**src/rtl/mult_ate_pkg.sv**
```systemverilog
// rtl/mult_ate_pkg.sv - shared types, defaults and MISR step function for result compaction
// Contents:
//   misr_state_t   window FSM states (IDLE, ACCUM, DONE)
//   MISR_W         signature width handled by misr_step
//   DEF_MISR_POLY  default feedback taps (x^64+x^4+x^3+x+1)
//   DEF_MISR_SEED  default signature load value
//   misr_step      one MISR shift/feedback/fold step
package mult_ate_pkg;

    typedef enum logic [1:0] {
        ST_IDLE  = 2'd0,
        ST_ACCUM = 2'd1,
        ST_DONE  = 2'd2
    } misr_state_t;

    localparam int          MISR_W        = 64;
    localparam logic [63:0] DEF_MISR_POLY = 64'h0000_0000_0000_001B;
    localparam logic [63:0] DEF_MISR_SEED = 64'h0;

    // Shift left, fold in the taps when the bit falling off the top is set,
    // then XOR in the incoming result beat.
    function automatic logic [MISR_W-1:0] misr_step(
        input logic [MISR_W-1:0] sig,
        input logic [MISR_W-1:0] data,
        input logic [MISR_W-1:0] poly = DEF_MISR_POLY
    );
        return {sig[MISR_W-2:0], 1'b0} ^ (sig[MISR_W-1] ? poly : '0) ^ data;
    endfunction

endpackage

```
**src/rtl/misr_reg.sv**
```systemverilog
// rtl/misr_reg.sv - multiple-input signature register with seed load and step enable
// Ports:
//   clk, rst   clock, asynchronous active-high reset (reset loads the seed)
//   load       reload MISR_SEED (wins over en)
//   en         perform one MISR step with data
//   data       beat folded in on a step
//   sig        registered signature
//   sig_next   signature that a step this cycle would produce
module misr_reg
    import mult_ate_pkg::*;
#(
    parameter int                DATA_W    = 64,
    parameter logic [DATA_W-1:0] MISR_POLY = DEF_MISR_POLY,
    parameter logic [DATA_W-1:0] MISR_SEED = DEF_MISR_SEED
) (
    input  logic              clk,
    input  logic              rst,
    input  logic              load,
    input  logic              en,
    input  logic [DATA_W-1:0] data,
    output logic [DATA_W-1:0] sig,
    output logic [DATA_W-1:0] sig_next
);

    assign sig_next = misr_step(sig, data, MISR_POLY);

    always_ff @(posedge clk or posedge rst) begin
        if (rst) begin
            sig <= MISR_SEED;
        end else if (load) begin
            sig <= MISR_SEED;
        end else if (en) begin
            sig <= sig_next;
        end
    end

endmodule

```
**src/rtl/mult_result_misr.sv**
```systemverilog
// rtl/mult_result_misr.sv - compacts a window of multiplier results into a MISR and checks it against golden
// Ports:
//   clk, rst            clock, asynchronous active-high reset
//   valid_in, result_in multiplier result stream (no backpressure)
//   start               pulse: reseed, latch win_len/golden, open window
//   win_len, golden     window length in valid beats, expected final signature
//   ack                 leaves DONE for IDLE
//   busy, done          window in progress / window complete
//   pass                final signature matched golden (valid while done)
//   overrun             sticky: a beat arrived while in DONE
//   signature, count    current MISR contents, beats compacted this window
module mult_result_misr
    import mult_ate_pkg::*;
#(
    parameter int                DATA_W    = 64,
    parameter int                CNT_W     = 16,
    parameter logic [DATA_W-1:0] MISR_POLY = DEF_MISR_POLY,
    parameter logic [DATA_W-1:0] MISR_SEED = DEF_MISR_SEED
) (
    input  logic              clk,
    input  logic              rst,
    input  logic              valid_in,
    input  logic [DATA_W-1:0] result_in,
    input  logic              start,
    input  logic [CNT_W-1:0]  win_len,
    input  logic [DATA_W-1:0] golden,
    input  logic              ack,
    output logic              busy,
    output logic              done,
    output logic              pass,
    output logic              overrun,
    output logic [DATA_W-1:0] signature,
    output logic [CNT_W-1:0]  count
);

    misr_state_t       state;
    logic [CNT_W-1:0]  win_len_q;
    logic [DATA_W-1:0] golden_q;
    logic [DATA_W-1:0] sig_next;
    logic [CNT_W-1:0]  count_inc;
    logic              step_en;

    // A beat coinciding with start belongs to no window and is dropped.
    assign step_en   = (state == ST_ACCUM) && valid_in && !start;
    assign count_inc = count + 1'b1;

    misr_reg #(
        .DATA_W    (DATA_W),
        .MISR_POLY (MISR_POLY),
        .MISR_SEED (MISR_SEED)
    ) u_misr (
        .clk      (clk),
        .rst      (rst),
        .load     (start),
        .en       (step_en),
        .data     (result_in),
        .sig      (signature),
        .sig_next (sig_next)
    );

    // busy/done are kept as their own flops so every output is a register.
    always_ff @(posedge clk or posedge rst) begin
        if (rst) begin
            state     <= ST_IDLE;
            count     <= '0;
            win_len_q <= '0;
            golden_q  <= '0;
            busy      <= 1'b0;
            done      <= 1'b0;
            pass      <= 1'b0;
            overrun   <= 1'b0;
        end else if (start) begin
            count     <= '0;
            overrun   <= 1'b0;
            win_len_q <= win_len;
            golden_q  <= golden;
            if (win_len != '0) begin
                state <= ST_ACCUM;
                busy  <= 1'b1;
                done  <= 1'b0;
                pass  <= 1'b0;
            end else begin
                // Empty window: the seed itself is the final signature.
                state <= ST_DONE;
                busy  <= 1'b0;
                done  <= 1'b1;
                pass  <= (MISR_SEED == golden);
            end
        end else begin
            case (state)
                ST_ACCUM: begin
                    if (valid_in) begin
                        count <= count_inc;
                        if (count_inc == win_len_q) begin
                            state <= ST_DONE;
                            busy  <= 1'b0;
                            done  <= 1'b1;
                            pass  <= (sig_next == golden_q);
                        end
                    end
                end
                ST_DONE: begin
                    if (valid_in) begin
                        overrun <= 1'b1;
                    end
                    if (ack) begin
                        state <= ST_IDLE;
                        done  <= 1'b0;
                    end
                end
                default: begin
                end
            endcase
        end
    end

endmodule

```
**config.mk**
```make
export PLATFORM = sky130hd
export DESIGN_NAME = mult_result_misr
export DESIGN_NICKNAME = d
export VERILOG_FILES = /design/src/rtl/mult_ate_pkg.sv /design/src/rtl/misr_reg.sv /design/src/rtl/mult_result_misr.sv
export SDC_FILE = /design/constraint.sdc
export NUM_CORES = 1
export LEC_CHECK = 0
export BUFFER_PORTS_ARGS = -buffer_cell sky130_fd_sc_hd__buf_4
export CAP_MARGIN = 0
export CORE_MARGIN = 2
export CORE_UTILIZATION = 35
export CTS_BUF_LIST = sky130_fd_sc_hd__clkbuf_4
export CTS_CLUSTER_SIZE = 30
export DETAILED_ROUTE_END_ITERATION = 10
export RECOVER_POWER = 100
export SETUP_SLACK_MARGIN = 0.1
export SLEW_MARGIN = 20
export SYNTH_ARGS = -nofsm -noshare
export SYNTH_HDL_FRONTEND = slang
export SYNTH_SLANG_ARGS = --single-unit
```
**constraint.sdc**
```tcl
create_clock -name clk -period 5.55 [get_ports clk]
set_input_delay 0.555 -clock clk [delete_from_list [all_inputs] [get_ports clk]]
set_output_delay 0.555 -clock clk [all_outputs]
set_load 0.05 [all_outputs]
```
==> metrics.md <==
| Metric | Value |
|---|---|
| Filler Cells Inserted | `2375` |
| Startpoint types | `flop` |
| Worst-path clk slew | `0.16 ns` |
| Synth Flop Type | `dfrtp_1` |
| Register Area | `0.004129 mm²` |
| Worst Skew | `0.02682 ns` |
| Slew @ Worst Pin | `3.123 ns` |
| Crit end category | `flop` |
| Clock sink total | `between 150 and 200` |
| Placed Instances | `roughly 1300` |
| Top delay family on crit path | `buffers and inverters` |
| Root Driver | `clkbuf_4` |
| Fin Setup TNS | `0 ns` |
| Cell mode on critical path | `nor2_1` |
| CTS tree | `done` |
| Final hold vios | `0` |
| First-pass DRT Iterations | `5` |
| Vias in the first global route | `6489` |
| Max Slew Vio Count | `between 200 and 300` |
| Multi-input gate area | `0.004029 mm²` |
| Post-synth EDFFs | `0` |
| Post-synthesis cell count | `761` |
| WL met3 | `1865 µm` |
| 1st-iter DRT viols | `around 420` |
| Htree depth | `4` |
| Period utilisation layout | `0.6586` |
| Total CTS buffers | `17` |
| Synth unique cells | `between 50 and 60` |
| RSZ-0062 raised after global routing | `false` |
| Critical setup path kind | `reg2reg` |
| Slew HR | `-1.094` |
| Die W | `158.6 µm` |
| Max_cap viols | `4` |
| Fmax achieved | `0.2736 GHz` |
| Slowest Stage Delay on Critical Path | `1.72 ns` |
| WHS | `0.2102 ns` |
| Number of routed nets with antenna violations | `0` |
| Hold Buf Count CTS | `0` |
| Final setup violation count | `0` |
| Row Count | `56` |
| Post-synthesis compound-gate area fraction | `0.08943` |
| WL met2 | `11990 µm` |
| CP max-delay cell | `clkbuf_1` |
| Setup slack, reg-to-reg | `1.89 ns` |
| Required @ worst endpoint | `5.97 ns` |
| Vias per inst | `5.005` |
| Area Growth Syn to Fin | `23.72%` |
| PnR worst setup slack | `1.895 ns` |
| CTS resizes | `0` |
| Nets | `between 1000 and 1500` |
| Pwr/cell area | `roughly 280 mW/mm²` |
| Minimum clock period | `3.655 ns` |
| Worst-skew pair later-pin latency | `0.57 ns` |
| Buffer and inverter count on the worst path | `2` |
| WL per Instance | `19.63 µm` |
| Via count | `6547` |
| Gpl congestion | `0.8773` |
| Die area | `0.02516 mm²` |
| Max layer used | `met4` |
| Buffers added on ports | `232` |
| Pin count of the biggest net entering global routing | `93` |
| Critical Path Fanout Max | `56` |
| Drc violations | `0` |
| M1 wire length | `roughly 12000 µm` |
| Layout cells sized above 1 | `0.2763` |
| Post-synthesis simple-gate area fraction | `0.1262` |
| Adder-cell area share of the yosys netlist | `0.001495` |
| Ys Warns | `0` |
| Xor and xnor fraction of the mapped netlist area | `0.1591` |
| Vert. Die Dim | `~160 µm` |
| CTS max path bufs | `2` |
| Critical path data arrival time | `roughly 4.1 ns` |
| Leak Pwr | `4.218 nW` |
| Largest family of logic cells by synthesized area | `XOR/XNOR gates` |
| Failing checks | `capacitance limit, slew limit` |
| Hpwl dp | `~20000 µm` |
| Post-route insts no fill | `between 1000 and 1500` |
| Chain of cells forming the critical path | `inv_1 -> nor3b_2 -> clkbuf_1 -> nand2_1 -> nor2_1 -> nand3_1 -> xor2_1 -> nor2_1` |
| Proportion of synthesized area in mux cells | `0.1077` |
| GRT Util Overall | `0.2062` |
| Flops & latches, synth | `between 150 and 200` |
| Dpl ws | `2.642 ns` |
| I/O pins | `233` |
| Mapped Avg Cell Area | `10.99 µm²` |
| Min-delay worst type | `in2reg` |
| Initial antenna violation count | `1` |
| Remaining global-route overflow | `0` |
| Core box area | `0.02347 mm²` |
| Final wirelength | `25680 µm` |
| Status | `finished with violations` |
| Post-CTS Setup Bufs | `0` |
| Peak VDD IR | `between 100 and 150 µV` |
| Post-synthesis net count | `911` |
| Initial Util | `0.3564` |
| Synth Cell Area | `0.008367 mm²` |
| Ys async rst share | `1.000` |
| First-pass GRT wire length | `~38000 µm` |
| Register area share after synthesis | `0.4935` |
==> synth_stat cells, drive strengths merged, types with 3 or more instances <==
library cell / count / share of area
a211oi: 55 / 0.049
clkbuf: 34 / 0.015
xnor2: 107 / 0.11
nand2b: 3 / 0.0022
buf: 7 / 0.0046
a2111oi: 3 / 0.0061
nor3: 9 / 0.0054
dfrtp: 165 / 0.49
nand2: 21 / 0.0094
nor4: 29 / 0.022
nor2: 99 / 0.045
a21o: 3 / 0.0027
and3: 3 / 0.0022
xor2: 45 / 0.047
a211o: 3 / 0.0031
mux2: 80 / 0.11
nand3: 14 / 0.0096
and4: 4 / 0.0043
a21oi: 12 / 0.0072
a31oi: 3 / 0.0022
or3: 3 / 0.0022
inv: 6 / 0.0027
nand4: 16 / 0.012
o21ai: 10 / 0.0064
==> metal layers <==
| metal | vias to the layer above | GRT usage |
|---|---|---|
| li1 | 3131 | - |
| met1 | 3170 | 0.2788 |
| met2 | 232 | 0.3300 |
| met3 | 14 | 0.06179 |
| met4 | 0 | 0.03947 |
| met5 | - | 0 |
==> power by group <==
part | leakage (nW) | switching (mW) | total, mW | internal (mW)
logic | 1.98 | 0.458 | 0.744 | 0.286
registers | 2.06 | 0.0911 | 1.39 | 1.30
clock network | 0.171 | 0.467 | 0.799 | 0.332
total | 4.22 | 1.02 | 2.94 | 1.92
==> cell usage in the layout (no fill, tap or decap), types with 3 or more instances in the layout <==
| cell | n |
|---|---|
| xor2_1 | 45 |
| inv_6 | 5 |
| mux2_2 | 80 |
| inv_1 | 5 |
| a211o_1 | 3 |
| a211oi_1 | 55 |
| buf_4 | 148 |
| a21oi_1 | 12 |
| xnor2_1 | 107 |
| nand2_1 | 21 |
| nor2_1 | 98 |
| a2111oi_0 | 3 |
| nor3_1 | 9 |
| clkbuf_4 | 20 |
| or3_1 | 3 |
| nor4_1 | 29 |
| dfrtp_1 | 165 |
| a21o_1 | 3 |
| nand4_1 | 16 |
| o21ai_0 | 7 |
| bufinv_16 | 3 |
| and4_1 | 3 |
| a31oi_1 | 3 |
| clkbuf_1 | 86 |
| and3_1 | 3 |
| nand2b_1 | 3 |
| nand3_1 | 12 |
==> cell families (layout without fill, tap and decap cells) <==
family,count (synthesis),after routing
flip-flops,165,165
AO/OA/AOI/OAI,101,101
AND/OR/NAND/NOR,215,215
adder cells (fa/ha/maj),1,1
buffers and inverters,47,274
multiplexers,80,80
XOR/XNOR,152,152
other,0,1
==> final cells by class <==
| cell class | count | share of cell area |
|---|---|---|
| Timing Repair Buffer | 237 | 0.1408 |
| Multi-Input combinational cell | 549 | 0.3892 |
| Clock inverter | 12 | 0.01620 |
| Tap cell | 319 | 0.03856 |
| Clock buffer | 19 | 0.01378 |
| Inverter | 6 | 0.002297 |
| Sequential cell | 165 | 0.3989 |
| Antenna cell | 1 | 0.0002417 |
==> worst register-to-register path, cell delays in order, from the launching register on <==
cell and delay [ns]:
dfrtp_1 0.40, inv_1 0.08, nor3b_2 0.20, clkbuf_1 1.72, nand2_1 0.39, nor2_1 0.39, nand3_1 0.14, xor2_1 0.14
nor2_1 0.05
==> stage by stage <==
step / util / area, µm² / power [mW]
2_1_floorplan: - / 8367 / 1.892
3_3_place_gp: 0.4428 / 10390 / 2.201
3_5_place_dp: 0.4428 / 10390 / 2.206
4_1_cts: 0.4560 / 10700 / 3.012
5_1_grt: 0.4410 / 10350 / 3.082
6_report: 0.4410 / 10350 / 2.936
==> sequential cells by signal, summed over array words and instances (netlist names) <==
signal / count
u_misr.sig: 64
busy: 1
count: 16
overrun: 1
state: 1
pass: 1
win_len_q: 16
done: 1
golden_q: 64
==> path summary, 6_finish.rpt <==
path                             from             to  cells after the start
min reg2reg                      busy           busy                      1
max reg2reg                  state[0]      count[15]                      8
min in group asynchronous         rst   win_len_q[6]                      2
max in group asynchronous         rst  u_misr.sig[3]                      3
min                        golden[22]   golden_q[22]                      2
max                          state[0]      count[15]                      8
No activity file was read; power rests on OpenSTA's default activity.
